==> src/rtl/vec_mem_pkg.sv <==
// Shared constants for the vector MEM-stage sequencer: FSM state encoding and default sizes.
package vec_mem_pkg;

    localparam int ADDR_W   = 32;
    localparam int VLEN_MAX = 8;
    localparam int IDX_W    = 3;
    localparam int MEM_LAT  = 2;

    localparam logic [1:0] IDLE  = 2'd0;
    localparam logic [1:0] ISSUE = 2'd1;
    localparam logic [1:0] DRAIN = 2'd2;
    localparam logic [1:0] DONE  = 2'd3;

endpackage

==> src/rtl/vec_lat_pipe.sv <==
// Fixed-depth valid+index shift pipeline with synchronous clear; the tail stage is the
// element whose data returns this cycle.
module vec_lat_pipe import vec_mem_pkg::*; #(
    parameter int DEPTH    = MEM_LAT,
    parameter int IDX_BITS = IDX_W
) (
    input  logic                clk,
    input  logic                clear_i,
    input  logic                push_vld_i,
    input  logic [IDX_BITS-1:0] push_idx_i,
    output logic                out_vld_o,
    output logic [IDX_BITS-1:0] out_idx_o,
    output logic                pending_o
);

    logic [DEPTH-1:0]    vld_q;
    logic [IDX_BITS-1:0] idx_q [DEPTH];

    // NOTE: the index array is cleared too, so wb_idx reads 0 after reset instead of stale lanes.
    always_ff @(posedge clk) begin
        if (clear_i) begin
            vld_q <= '0;
            for (int i = 0; i < DEPTH; i++) idx_q[i] <= '0;
        end else begin
            vld_q[0] <= push_vld_i;
            idx_q[0] <= push_vld_i ? push_idx_i : '0;
            for (int i = 1; i < DEPTH; i++) begin
                vld_q[i] <= vld_q[i-1];
                idx_q[i] <= idx_q[i-1];
            end
        end
    end

    assign out_vld_o = vld_q[DEPTH-1];
    assign out_idx_o = idx_q[DEPTH-1];

    // Entries still in flight after this cycle's tail leaves.
    always_comb begin
        pending_o = 1'b0;
        for (int i = 0; i < DEPTH - 1; i++) pending_o = pending_o | vld_q[i];
    end

endmodule

==> src/rtl/vec_mem_sequencer.sv <==
// Vector MEM-stage controller: expands one strided load/store into per-element memory
// requests, stalls the pipeline while running and flags returning load elements.
module vec_mem_sequencer #(
    parameter int ADDR_W   = vec_mem_pkg::ADDR_W,
    parameter int VLEN_MAX = vec_mem_pkg::VLEN_MAX,
    parameter int IDX_W    = vec_mem_pkg::IDX_W,
    parameter int MEM_LAT  = vec_mem_pkg::MEM_LAT
) (
    input  logic              clk,
    input  logic              rst,
    input  logic              start,
    input  logic              is_store,
    input  logic [7:0]        base_addr,
    input  logic [3:0]        stride,
    input  logic [IDX_W:0]    vlen,
    input  logic              mem_ready,
    output logic              busy,
    output logic              mem_req,
    output logic              mem_wr,
    output logic [ADDR_W-1:0] mem_addr,
    output logic [IDX_W-1:0]  elem_idx,
    output logic              wb_valid,
    output logic [IDX_W-1:0]  wb_idx,
    output logic              done
);

    import vec_mem_pkg::*;

    localparam logic [IDX_W:0] VLEN_CAP = (IDX_W+1)'(VLEN_MAX);

    logic [1:0]        state_q,  state_d;
    logic [ADDR_W-1:0] addr_q,   addr_d;
    logic [IDX_W-1:0]  idx_q,    idx_d;
    logic [IDX_W:0]    vlen_q,   vlen_d;
    logic [3:0]        stride_q, stride_d;
    logic              store_q,  store_d;

    logic [IDX_W:0] vlen_clamped;
    logic           accept;
    logic           last_elem;
    logic           lat_pending;

    assign vlen_clamped = (vlen > VLEN_CAP) ? VLEN_CAP : vlen;
    assign accept       = (state_q == ISSUE) && mem_ready;
    assign last_elem    = ({1'b0, idx_q} == vlen_q - (IDX_W+1)'(1));

    // NOTE: every next-state variable gets a default first, so no path leaves one unassigned (no latches).
    always_comb begin
        state_d  = state_q;
        addr_d   = addr_q;
        idx_d    = idx_q;
        vlen_d   = vlen_q;
        stride_d = stride_q;
        store_d  = store_q;
        case (state_q)
            IDLE: begin
                if (start) begin
                    store_d  = is_store;
                    vlen_d   = vlen_clamped;
                    stride_d = stride;
                    if (vlen_clamped == '0) begin
                        state_d = DONE;
                    end else begin
                        state_d = ISSUE;
                        addr_d  = {{(ADDR_W-8){1'b0}}, base_addr};
                        idx_d   = '0;
                    end
                end
            end
            ISSUE: begin
                if (accept) begin
                    addr_d = addr_q + {{(ADDR_W-4){1'b0}}, stride_q};
                    idx_d  = idx_q + IDX_W'(1);
                    if (last_elem) state_d = store_q ? DONE : DRAIN;
                end
            end
            DRAIN:   if (!lat_pending) state_d = DONE;
            DONE:    state_d = IDLE;
            default: state_d = IDLE;
        endcase
    end

    // NOTE: state registers use non-blocking assignments so all flops update from pre-edge values.
    always_ff @(posedge clk) begin
        if (rst) begin
            state_q  <= IDLE;
            addr_q   <= '0;
            idx_q    <= '0;
            vlen_q   <= '0;
            stride_q <= '0;
            store_q  <= 1'b0;
        end else begin
            state_q  <= state_d;
            addr_q   <= addr_d;
            idx_q    <= idx_d;
            vlen_q   <= vlen_d;
            stride_q <= stride_d;
            store_q  <= store_d;
        end
    end

    // Accepted loads enter here; reset discards everything still in flight.
    vec_lat_pipe #(
        .DEPTH    (MEM_LAT),
        .IDX_BITS (IDX_W)
    ) u_lat_pipe (
        .clk        (clk),
        .clear_i    (rst),
        .push_vld_i (accept && !store_q),
        .push_idx_i (idx_q),
        .out_vld_o  (wb_valid),
        .out_idx_o  (wb_idx),
        .pending_o  (lat_pending)
    );

    assign busy     = (state_q != IDLE);
    assign mem_req  = (state_q == ISSUE);
    assign mem_wr   = mem_req & store_q;
    assign mem_addr = addr_q;
    assign elem_idx = idx_q;
    assign done     = (state_q == DONE);

endmodule

==> config.mk <==
export PLATFORM = sky130hd
export DESIGN_NAME = vec_mem_sequencer
export DESIGN_NICKNAME = d
export VERILOG_FILES = /design/src/rtl/vec_mem_pkg.sv /design/src/rtl/vec_lat_pipe.sv /design/src/rtl/vec_mem_sequencer.sv
export SDC_FILE = /design/constraint.sdc
export NUM_CORES = 1
export LEC_CHECK = 0
export BUFFER_PORTS_ARGS = -buffer_cell sky130_fd_sc_hd__buf_2
export CORE_MARGIN = 4
export CORE_UTILIZATION = 55
export CTS_BUF_LIST = sky130_fd_sc_hd__clkbuf_4
export DETAILED_ROUTE_END_ITERATION = 10
export MAX_ROUTING_LAYER = met4
export PLACE_DENSITY_LB_ADDON = 0.3
export RECOVER_POWER = 100
export SYNTH_ARGS = -nofsm -noshare
export SYNTH_HDL_FRONTEND = slang
export SYNTH_SLANG_ARGS = --single-unit
==> constraint.sdc <==
create_clock -name clk -period 2.2 [get_ports clk]
set_input_delay 0.22 -clock clk [delete_from_list [all_inputs] [get_ports clk]]
set_output_delay 0.22 -clock clk [all_outputs]
set_load 0.02 [all_outputs]
==> flow_metrics.py <==
metrics = {
    "clocking": {
        "cts_tree": "built",
        "cts.clk_slew.worst_paths_ns": 0.16,
        "cts_root_buffer": "clkbuf_4",
        "clock-sinks": 54,
        "clk_latency_ns": 0.38,
        "htreeDepth": 2,
        "cts_buffers": 5,
        "clockBufferDepth": 2,
        "cts-hold-fix-buffers": 0,
    },
    "floorplanning": {
        "rows": 24,
        "die_h_um": 77.42,
        "die_x_um": 77.42,
        "dieArea_um2": 5993,
        "io_pins": 64,
        "start_util": 0.5883,
        "core_um2": 4504,
    },
    "grt": {
        "grt_max_degree": 26,
        "grtUsageTotal": 0.2150,
        "grt_first_pass_wirelength_um": 10310,
        "grt_pass1_vias": 2293,
        "overflow": 0,
        "antenna_found_initial": 0,
    },
    "worst_setup_path": {
        "r2r_cells": 8,
        "critPathLaunchType": "flop",
        "regToRegStartpoint": "state_q[0]$_SDFFE_PP0P_",
        "endpoint_kind": "flop",
        "crit_chain": "inv_1 > ha_2 > buf_4 > a2111oi_4 > buf_4 > nand3_4 > or4_1 > a21oi_1",
        "reg2reg_setup_slack_ns": 0.12,
        "crit_type": "flop to flop",
        "path_common_cell": "buf_4",
        "crit_start": "state_q[0]$_SDFFE_PP0P_",
        "max_stage_delay_ns": 0.41,
        "reg2reg_to": "mem_addr[28]$_SDFFE_PP0P_",
        "crit_arrival_ns": 2.41,
        "required_ns": 2.53,
        "cp_slowest_cell": "or4_1",
        "crit_fanout": 7,
    },
    "power": {
        "p_comb_frac": 0.409,
        "power_frac_seq": 0.429,
        "peakVddDrop_v": 0.0007925,
        "p_sw_frac": 0.4160,
        "p_per_area_nw_per_um2": 880.6,
        "total_leakage_power_nw": 1.186,
        "p_clk_frac": 0.162,
        "p_int_mw": 1.609,
        "p_sw_mw": 1.146,
    },
    "timing": {
        "worst-slew-pin-transition_ns": 0.6429,
        "slew_violations": 0,
        "fin_worst_skew_ns": 0.008063,
        "setup_viol": 0,
        "holdWs_ns": 0.06510,
        "fmax_mhz": 479.9,
        "min_period_ns": 2.084,
        "finalSetupTns_ns": 0,
        "maxSlewHeadroom": 0.5714,
        "hold_viol_final": 0,
        "rsz0062_at_grt": "false",
        "timing.final.crit_share": 0.9472,
    },
    "route": {
        "first_iter_violations": 186,
        "vias": 2474,
        "avgViaCountPerCell": 5.727,
        "wl_per_cell_um": 14.41,
        "drtPass1Iterations": 4,
        "ant_nets": 0,
        "route.detailed.drc": 0,
        "wirelength_um": 6226,
    },
    "worst_hold_path": {
        "min_from": "stride[0]",
        "whs_path_depth": 3,
        "whs_endpoint": "stride_q[0]$_SDFFE_PP0P_",
        "min_path_type": "input pin to flop",
    },
    "job": {
        "cap_violations": 0,
    },
    "cells_and_area": {
        "area_growth_syn_to_layout_pct": 18.08,
        "ff_latch_area_um2": 1082,
        "final_cells": 432,
        "final_common_cell": "dfxtp_1",
        "final_nets": 412,
        "multi_input_area_um2": 1488,
        "final_cell_mix": "53 x dfxtp_1, 44 x clkbuf_1, 31 x nor2_1",
        "n_fill_cell": 387,
        "drive_above_1_share": 0.1553,
        "num_antenna_cells": 0,
    },
    "logic_synthesis": {
        "syn_inst": 306,
        "ys_seq_area_frac": 0.4079,
        "synth_nets": 339,
        "synth.distinct_cells": 45,
        "avgSynthCellArea_um2": 8.660,
        "synth_edf_count": 0,
        "synth_area_um2": 2650,
        "async_reset_ff_frac": 0,
        "ys_warn_count": 0,
        "ys_seq_elements": 54,
        "ys.flop_type": "dfxtp_1",
    },
    "run_status": {
        "outcome": "complete, no violations",
    },
    "placement": {
        "gp_congestion": 0.8358,
        "hpwl_um": 4650,
        "port_buffers": 63,
        "dp.cells": 422,
    },
}
[kinds of logic after synthesis]
| family | share of synthesized area |
|---|---|
| AO/OA/AOI/OAI | 0.1492 |
| XOR/XNOR | 0.08121 |
| adder cells (fa/ha/maj) | 0.05949 |
| buffers and inverters | 0.04438 |
| flip-flops | 0.4079 |
| multiplexers | 0.02266 |
| AND/OR/NAND/NOR | 0.2351 |
[sequential cells by signal, summed over array words and instances (netlist names)]
register          flops
u_lat_pipe.vld_q      2
mem_addr             32
stride_q              4
elem_idx              3
u_lat_pipe.idx_q      6
vlen_q                4
store_q               1
state_q               2
[synth_stat cells (2+ instances only)]
master,instances,share of area
xnor2_1,3,0.0099
ha_1,11,0.052
mux2i_1,6,0.023
inv_1,11,0.016
xor2_1,19,0.063
nor3_1,4,0.0076
nand4_1,16,0.038
and3_1,4,0.0094
nand3_1,10,0.019
nor3b_1,5,0.014
or3_1,6,0.014
o21ai_0,15,0.028
a21oi_1,26,0.049
a31oi_1,2,0.0047
nor2_1,31,0.044
a21o_1,3,0.0085
dfxtp_1,54,0.41
buf_2,2,0.0038
a211oi_1,4,0.011
a41oi_1,2,0.0066
clkbuf_1,8,0.011
clkbuf_2,2,0.0038
buf_4,3,0.0085
nor2b_1,7,0.017
o31ai_1,2,0.0057
nand2_1,27,0.038
and2_1,5,0.012
[per-stage QoR]
stage | power [mW] | worst slack [ns] | cell area [um2] | utilization
finish | 2.756 | 0.1161 | 3129 | 0.6947
floorplan | 1.988 | 0.03137 | 2650 | -
global placement | 2.308 | 0.03280 | 3087 | 0.6853
detailed placement | 2.336 | -0.02882 | 3087 | 0.6853
global route | 2.946 | 0.01510 | 3129 | 0.6947
CTS | 2.788 | 0.04300 | 3163 | 0.7022
[critical path: cells and delay by family (launching register included)]
kind            cells  cell delay [ns]
compound gates      2             0.49
fa+ha+maj           1             0.20
buf+inv             3             0.46
flops               1             0.38
simple gates        2             0.51
[what timing repair did]
item	in CTS	in global routing
setup endpoints to repair	7	9
resized for setup	1	8
setup buffers	2	0
cloned	0	0
pin swaps	1	1
[power groups by stage]
stage / sequential (mW) / combinational, mW / clock, mW
2_1_floorplan: 1.26 / 0.730 / 0
4_1_cts: 1.18 / 1.15 / 0.459
3_3_place_gp: 1.19 / 1.11 / 0
3_5_place_dp: 1.20 / 1.14 / 0
5_1_grt: 1.20 / 1.25 / 0.502
6_report: 1.18 / 1.13 / 0.448
[routing by layer]
layer | share of wire | global-route usage | up-vias | wire length, um
met2 | 0.49 | 0.3506 | 65 | 3042
met3 | 0.051 | 0.04514 | 8 | 315
met1 | 0.45 | 0.2683 | 1182 | 2779
met4 | 0.014 | 0.06584 | 0 | 89
li1 | - | - | 1219 | -
met5 | 0 | - | - | 0
[worst max path at each step]
stage / end / slack, ns
detailed placement: mem_addr[8]$_SDFFE_PP0P_ / -0.03
floorplan: mem_addr[28]$_SDFFE_PP0P_ / 0.03
finish: mem_addr[28]$_SDFFE_PP0P_ / 0.12
global route: mem_addr[31]$_SDFFE_PP0P_ / 0.02
CTS: mem_addr[28]$_SDFFE_PP0P_ / 0.04
global placement: mem_addr[10]$_SDFFE_PP0P_ / 0.03
[cell type report]
cell class | count | share of cell area
Clock buffer | 5 | 0.01200
Inverter | 11 | 0.01319
Timing Repair Buffer | 82 | 0.1263
Tap cell | 52 | 0.02079
Clock inverter | 3 | 0.006397
Sequential cell | 54 | 0.3459
Multi-Input combinational cell | 225 | 0.4754
Note: power is estimated with default switching activity, not from simulation.
